--- config.mk ---
export PLATFORM = sky130hd
export DESIGN_NAME = ntt_pointwise_mul_4
export DESIGN_NICKNAME = d
export VERILOG_FILES = /design/src/rtl/ntt_pkg.sv /design/src/rtl/mod_mul_q.sv /design/src/rtl/ntt_pointwise_mul_4.sv
export SDC_FILE = /design/constraint.sdc
export NUM_CORES = 1
export LEC_CHECK = 0
export ABC_CLOCK_PERIOD_IN_PS = 25900
export CORE_MARGIN = 4
export CORE_UTILIZATION = 30
export DETAILED_ROUTE_END_ITERATION = 8
export HOLD_SLACK_MARGIN = 0.1
export SKIP_CTS_REPAIR_TIMING = 1
export SLEW_MARGIN = 0
export SYNTH_ARGS = -nofsm -noshare
export SYNTH_HDL_FRONTEND = slang
export SYNTH_SLANG_ARGS = --single-unit
--- constraint.sdc ---
create_clock -name clk -period 25.9 [get_ports clk]
set_input_delay 3.885 -clock clk [delete_from_list [all_inputs] [get_ports clk]]
set_output_delay 3.885 -clock clk [all_outputs]
set_load 0.02 [all_outputs]
--- src/rtl/ntt_pkg.sv ---
// Shared NTT-domain constants, coefficient/vector types and packing helpers.
// Pure declarations: no latency, no flow control.
package ntt_pkg;

    localparam int W = 9;
    localparam int N = 4;
    localparam int Q = 257;
    // floor(2^(2W)/Q), the Barrett multiplier for the 2W-bit products
    localparam int BARRETT_MU = (1 << (2 * W)) / Q;

    typedef logic [W-1:0]   coeff_t;
    typedef logic [N*W-1:0] vec_t;

    typedef enum logic [1:0] {
        IDLE = 2'd0,
        MUL  = 2'd1,
        DONE = 2'd2
    } mul_state_t;

    function automatic coeff_t get_coeff(input vec_t v, input int i);
        return v[i*W +: W];
    endfunction

    function automatic vec_t set_coeff(input vec_t v, input int i, input coeff_t c);
        vec_t r;
        r = v;
        r[i*W +: W] = c;
        return r;
    endfunction

endpackage

--- src/rtl/mod_mul_q.sv ---
// Combinational r = (a*b) mod Q by Barrett reduction; zero latency, no flow control.
// Operands may be unreduced W-bit values; the result is always below Q.
module mod_mul_q
    import ntt_pkg::*;
(
    input  coeff_t a,
    input  coeff_t b,
    output coeff_t r
);

    localparam int PW = 2 * W;
    localparam int MW = $clog2(BARRETT_MU + 1);

    logic [PW-1:0]    prod;
    logic [PW+MW-1:0] prod_mu;
    logic [MW-1:0]    q_est;
    logic [PW-1:0]    q_mul;
    logic [PW-1:0]    rem0;
    logic [PW-1:0]    rem1;
    logic [PW-1:0]    rem2;

    always_comb begin
        prod    = {{W{1'b0}}, a} * {{W{1'b0}}, b};
        prod_mu = {{MW{1'b0}}, prod} * (PW+MW)'(BARRETT_MU);
        q_est   = MW'(prod_mu >> PW);
        q_mul   = {{(PW-MW){1'b0}}, q_est} * PW'(Q);
        rem0    = prod - q_mul;
        // The quotient estimate undershoots by at most two, so two corrections suffice.
        rem1    = (rem0 >= PW'(Q)) ? rem0 - PW'(Q) : rem0;
        rem2    = (rem1 >= PW'(Q)) ? rem1 - PW'(Q) : rem1;
        r       = W'(rem2);
    end

endmodule

--- src/rtl/ntt_pointwise_mul_4.sv ---
// Coefficient-wise (a[i]*b[i]) mod Q over one shared multiplier; out_valid N+1 cycles after accept.
// Accepts only in IDLE; the result is held in DONE until out_ready, so II is at least N+2.
module ntt_pointwise_mul_4
    import ntt_pkg::*;
(
    input  logic         clk,
    input  logic         rst,
    input  logic         in_valid,
    output logic         in_ready,
    input  logic [N*W-1:0] a_hat,
    input  logic [N*W-1:0] b_hat,
    output logic         out_valid,
    input  logic         out_ready,
    output logic [N*W-1:0] c_hat
);

    localparam int IW = $clog2(N);

    mul_state_t    state;
    mul_state_t    state_nxt;
    logic [IW-1:0] idx;
    vec_t          a_reg;
    vec_t          b_reg;
    vec_t          c_reg;
    coeff_t        a_cur;
    coeff_t        b_cur;
    coeff_t        prod_mod;

    assign a_cur     = get_coeff(a_reg, int'(idx));
    assign b_cur     = get_coeff(b_reg, int'(idx));
    assign in_ready  = (state == IDLE);
    assign out_valid = (state == DONE);
    assign c_hat     = c_reg;

    mod_mul_q u_mod_mul_q (
        .a (a_cur),
        .b (b_cur),
        .r (prod_mod)
    );

    always_comb begin
        state_nxt = state;
        case (state)
            IDLE:    if (in_valid) state_nxt = MUL;
            MUL:     if (idx == IW'(N - 1)) state_nxt = DONE;
            DONE:    if (out_ready) state_nxt = IDLE;
            default: state_nxt = IDLE;
        endcase
    end

    always_ff @(posedge clk) begin
        if (rst) begin
            state <= IDLE;
            idx   <= '0;
            a_reg <= '0;
            b_reg <= '0;
            c_reg <= '0;
        end else begin
            state <= state_nxt;
            case (state)
                IDLE: begin
                    if (in_valid) begin
                        a_reg <= a_hat;
                        b_reg <= b_hat;
                        idx   <= '0;
                    end
                end
                MUL: begin
                    c_reg <= set_coeff(c_reg, int'(idx), prod_mod);
                    idx   <= idx + 1'b1;
                end
                default: ;
            endcase
        end
    end

endmodule

# Word level (Yosys, flattened, before mapping)
# Index checks and enable logic that the tools add are counted.
[op_classes]
addsub = 5
multipliers = 4
order_cmp = 2
eq_ne = 6
shift = 4
mux = 9
reduce_logical = 5
[op_table]
columns = ["cell", "count"]
rows = [
  ["36-bit by 32-bit variable part select with 9-bit output", 2],
  ["36-bit bitwise mux", 1],
  ["18-bit by 9-bit greater-or-equal comparator with 1-bit output (second input constant)", 2],
  ["9-bit by 33-bit variable shift with 36-bit output (first input constant)", 1],
  ["9-bit by 33-bit variable part select with 36-bit output", 1],
  ["6-bit negator with 33-bit output", 1],
  ["18-bit by 8-bit multiplier with 26-bit output (second input constant)", 1],
  ["10-bit by 9-bit multiplier with 18-bit output (second input constant)", 1],
  ["9-bit by 9-bit multiplier with 18-bit output", 1],
  ["18-bit 2-to-1 mux", 1],
  ["18-bit subtractor", 1],
  ["18-bit by 9-bit subtractor with 18-bit output (second input constant)", 1],
  ["9-bit 2-to-1 mux", 1],
  ["9-bit subtractor (second input constant)", 1],
  ["2-bit 2-to-1 mux", 4],
  ["2-bit by 4-bit multiplier with 6-bit output (second input constant)", 1],
  ["2-bit case mux with 3 select lines", 1],
  ["2-bit equality test (second input constant)", 2],
  ["2-bit != test (second input constant)", 2],
  ["2-bit case mux with 2 select lines", 1],
  ["2-bit AND reduction", 2],
  ["3-bit AND reduction", 1],
  ["2-bit by 1-bit adder with 2-bit output (second input constant)", 1],
  ["2-bit by 1-bit equality test with 1-bit output (second input constant)", 1],
  ["other kinds (3)", 3],
]
[totals]
regBits = 112
input_bits = 76
word_cells = 40

# Longest topological paths before layout
[logic_depth]
depth_word = 12
ltp_mapped = 62
mapped_depth_nobuf = 57

# Modules after synthesis
# A second synthesis with hierarchy kept.
[hier_totals]
cells_unflattened = 1394
area_unflattened_um2 = 12385.6
[by_module_without_submodules]
columns = ["module", "instances", "cells_each", "area_per_inst_um2", "seq_area_each_um2"]
rows = [
  ["mod_mul_q", 1, 912, 7835.0, 0.0],
  ["ntt_pointwise_mul_4", 1, 482, 4550.6, 2242.2],
]

# Worst setup path before layout
# No wires, ideal clock.
[synth_path]
kind = "register to register"
start = "reg idx[0]"
end = "reg c_reg[13], in the netlist c_hat[13]"
arrival_ns = 14.496
required_ns = 25.783
setup_slack_ns = 11.287
stages_incl_launch_ff = 59
path_buffers = 5
synth_period_minus_slack_ns = 14.613
path_cell_list = "dfxtp_1 > buf_6 > buf_1 > mux4_2 > nand2_1 > fa_1 > fa_1 > inv_1 > fa_1 > inv_1 > fa_1 > inv_1 > ha_1 > o21a_1 > o31a_1 > a21oi_1 > o21a_1 > xnor2_1 > (+23 left out) > a21o_1 > a221o_1 > a31oi_1 > and3_1 > nor3_1 > nor3_1 > o2111ai_2 > or3_1 > buf_2 > buf_6 > a21oi_1 > ha_1 > inv_1 > or2_2 > o32ai_1 > nor2_2 > xnor2_2 > a22o_1"
[synth_between]
elab_chain_cells = 12
word_cells_on_any_way = 17
classes_between = "4 x add/sub; 4 x mul; 2 x order compare; 4 x shift; 3 x mux"
[synth_rtl]
columns = ["element", "line_no", "source"]
rows = [
  ["from (decl)", "ntt_pointwise_mul_4.sv:21", "logic [IW-1:0] idx;"],
  ["from (signal assigned)", "ntt_pointwise_mul_4.sv:70", "idx <= idx + 1'b1;"],
  ["2-bit by 4-bit multiplier with 6-bit output (*)", "ntt_pkg.sv:21, ntt_pkg.sv:27", ""],
  ["36-bit by 32-bit variable part select with 9-bit output", "ntt_pkg.sv:21", "return v[i*W +: W];"],
  ["9-bit by 9-bit multiplier with 18-bit output", "mod_mul_q.sv:23", "prod = {{W{1'b0}}, a} * {{W{1'b0}}, b};"],
  ["18-bit by 8-bit multiplier with 26-bit output", "mod_mul_q.sv:24", "prod_mu = {{MW{1'b0}}, prod} * (PW+MW)'(BARRETT_MU);"],
  ["10-bit by 9-bit multiplier with 18-bit output", "mod_mul_q.sv:26", "q_mul = {{(PW-MW){1'b0}}, q_est} * PW'(Q);"],
  ["18-bit subtractor", "mod_mul_q.sv:27", "rem0 = prod - q_mul;"],
  ["18-bit by 9-bit subtractor with 18-bit output / 18-bit by 9-bit greater-or-equal comparator with 1-bit output (equally long branches)", "mod_mul_q.sv:29", "rem1 = (rem0 >= PW'(Q)) ? rem0 - PW'(Q) : rem0;"],
  ["18-bit 2-to-1 mux", "mod_mul_q.sv:29", ""],
  ["18-bit by 9-bit greater-or-equal comparator with 1-bit output / 9-bit subtractor (equally long branches)", "mod_mul_q.sv:30", "rem2 = (rem1 >= PW'(Q)) ? rem1 - PW'(Q) : rem1;"],
  ["9-bit 2-to-1 mux", "mod_mul_q.sv:30", ""],
  ["9-bit by 33-bit variable part select with 36-bit output", "ntt_pkg.sv:27", "r[i*W +: W] = c;"],
  ["36-bit bitwise mux (*)", "ntt_pkg.sv:27", ""],
  ["to (signal assigned)", "ntt_pointwise_mul_4.sv:69", "c_reg <= set_coeff(c_reg, int'(idx), prod_mod);"],
  ["to (decl)", "ntt_pointwise_mul_4.sv:24", "vec_t c_reg;"],
]
# Every way passes the cells marked *; elsewhere a longest branch is shown, timed or not.
# A chain may end at the register's enable or synchronous reset.

# Worst setup path after layout
[layout_path]
start = "reg idx[1]"
end = "reg c_reg[13], in the netlist c_hat[13]"
# The elaborated chain is that of the path after synthesis.

==> impl_metrics.ini <==
[worst_setup_path]
crit_type = reg2reg
cp_top_family = adder cells
crit_fanout = 22
arrival_ns = 16.13
crit_path_end_kind = flop
cp.required_ns = 26.15
cp.buffers_inverters = 9
r2r_setup_slack_ns = 10.02
max_stage_delay_ns = 0.98
start_kind = flop
slowest_stage = dfxtp_1

[synth]
synth-edff-count = 0
synth-seq-area-share = 0.182
synth_top_family_by_area = adder cells
synth_warnings = 0
synth_top_area_frac = 0.190
ys.flop_type = dfxtp_1
synth-xor-area-share = 0.0531
synth_area_per_cell_um2 = 8.65
synth_compound_area_frac = 0.159
async_flop_share = 0
syn_inst = 1423
synth-simple-area-share = 0.171
yosys.area.top_type = fa_1
synth_nets = 1746
synthAdderAreaFrac = 0.323
synthMuxAreaShare = 0.0362
synth_cell_type_count = 84
syn_area_mm2 = 0.0123
synth.top_cells.by_area = fa_1 (19%), dfxtp_1 (18%), ha_1 (13%)
ys_seq_elements = 112

[global_routing]
grt_pass1_vias = 10300
globalRouteMet1Util = 0.192
grt-ovfl-total = 0
antenna_found_initial = 0
gr-max-usage-layer = met2
use_met2 = 0.229
grt_pass1_wl_mm = 51.5
track_usage = 0.138
grt_max_degree = 83
grtUsageMet3 = 0.0201

[drt]
drtPass1Iterations = 5
vias = 9989
routed_wl_mm = 30.5
vias_per_cell = 4.89
postRouteAntennaNets = 0
dr.first_iter.drc_count = 516
detail_route.wl_per_cell_um = 14.9
drc = 0

[sta]
max_slew_margin = 0.335
final.setup.tns_ns = 0
setup_violations = 0
fmax_ghz = 0.0630
fin_crit_sh = 0.613
fin_skew_ns = 0.0188
worst_pin_slew_ns = 0.995
rsz0062_at_grt = no
final-hold-violation-count = 0
slew_viol_final = 0
min_period_ns = 15.88

[layout]
n_antenna_cell = 0
flow.area_growth_from_synthesis_pct = 16.1
drive_above_1_share = 0.0467
nFillCells = 4033
fin_nets = 1837
ff_latch_area_mm2 = 0.00224
multi_input_area_mm2 = 0.00913

[clocking]
cts_root_buffer = clkbuf_16
clkTransAtPathRegs_ns = 0.08
clk_path_buf_depth = 2
clock_latency_ns = 0.36
cts.sinks = 112
cts-buffers-inserted = 9
cts_tree = built
cts_max_level = 3

[floorplan]
die-area_mm2 = 0.0443
die_w_um = 211
core-area_mm2 = 0.0401
rows = 73
die_h_um = 211
io_pins = 114
initial_core_util = 0.307

[run]
drv_cap = 0

[outcome]
status = completed

[placed_design]
hpwl_mm = 25.6
io_buffers = 113
gp_congestion = 0.920

[worst_hold_path]
hp-class = reg2reg
## worst paths after layout
| check | start | to | cells after the start |
|---|---|---|---|
| worst min register to register | a_reg[21] | a_reg[21] | 2 |
| worst min-delay path | a_reg[21] | a_reg[21] | 2 |
| worst max-delay path | idx[1] | c_hat[13] | 53 |
| worst max register to register | idx[1] | c_hat[13] | 53 |
## worst register-to-register path: cells and delay by family, from the launching register on
kind | cells | cell delay (ns)
multiplexers | 1 | 0.53
flip-flops | 1 | 0.98
XOR/XNOR | 5 | 1.55
AO/OA/AOI/OAI | 13 | 3.32
adder cells (fa/ha/maj) | 15 | 6.23
AND/OR/NAND/NOR | 10 | 2.27
buffers and inverters | 9 | 0.89
## cell families (layout without fill, tap and decap cells)
family | count (synthesis) | count (layout)
buffers and inverters | 242 | 338
flip-flops | 112 | 112
XOR/XNOR | 72 | 72
adder cells (fa/ha/maj) | 247 | 247
AND/OR/NAND/NOR | 437 | 437
multiplexers | 20 | 20
AO/OA/AOI/OAI | 293 | 293
## synth_stat cells, types with 3 or more instances
| cell type | count |
|---|---|
| nand2_1 | 221 |
| fa_1 | 117 |
| or2_2 | 3 |
| and3_1 | 7 |
| o21ai_0 | 33 |
| xnor2_1 | 37 |
| o21a_1 | 9 |
| xor2_1 | 32 |
| nor3b_1 | 5 |
| and2_1 | 64 |
| a21oi_1 | 124 |
| a211oi_1 | 6 |
| a41oi_1 | 3 |
| a21boi_0 | 4 |
| o21ai_1 | 6 |
| nand3_1 | 17 |
| o221ai_1 | 4 |
| a211oi_2 | 3 |
| ha_1 | 130 |
| buf_2 | 3 |
| a21o_1 | 27 |
| and4_1 | 3 |
| o21ai_2 | 3 |
| mux4_1 | 5 |
| nand4_1 | 14 |
| nor2b_1 | 14 |
| clkbuf_1 | 32 |
| inv_1 | 199 |
| or3_1 | 6 |
| nand4b_1 | 3 |
| a22o_1 | 16 |
| o21bai_1 | 4 |
| o31ai_1 | 5 |
| mux4_2 | 13 |
| o211ai_1 | 5 |
| dfxtp_1 | 112 |
| buf_1 | 4 |
| nor3_1 | 16 |
| xnor2_2 | 3 |
| o2111ai_1 | 4 |
| a31oi_1 | 3 |
| buf_6 | 3 |
| nand2b_1 | 6 |
| o32ai_1 | 4 |
| nor2_1 | 43 |
## through the flow
stage / hold slack, ns / setup WS (ns) / util / instance area, µm² / instances
5_1_grt: 0.472 / 8.96 / 0.356 / 14300 / 2044
3_3_place_gp: 0.439 / 10.60 / 0.348 / 14000 / 2028
3_5_place_dp: 0.445 / 10.13 / 0.348 / 14000 / 2028
2_1_floorplan: 0.432 / 11.29 / - / 12300 / 1423
4_1_cts: 0.456 / 10.06 / 0.356 / 14300 / 2044
6_report: 0.455 / 10.02 / 0.356 / 14300 / 2044
## cell usage in the layout, fill, tap and decap left out, drive strengths merged, types with 42 or more instances in the layout
cell type,synthesis,layout
and2,65,65
dfxtp,112,112
inv,199,202
fa,117,117
nand2,221,221
ha,130,130
clkdlybuf4s50,0,112
a21oi,126,126
nor2,45,45
o21ai,42,42
## layer usage
| metal | wire (µm) | vias to the layer above | part of all wire |
|---|---|---|---|
| met1 | 14300 | 4762 | 0.47 |
| met4 | 463 | 0 | 0.015 |
| met3 | 1480 | 26 | 0.048 |
| met2 | 14300 | 258 | 0.47 |
| li1 | - | 4943 | - |
| met5 | 0 | - | 0 |
## area by class of cell
type	count	area share
inverters	200	0.0526
multi-input cells	1069	0.639
clock inverters	6	0.00491
well taps	525	0.0460
flip-flops and latches	112	0.157
repair buffers	122	0.0836
clock buffers	10	0.0167
Power is left out: the tool's default activity adds up to more than one toggle a clock period on the data nets, which glitch-free logic cannot reach.
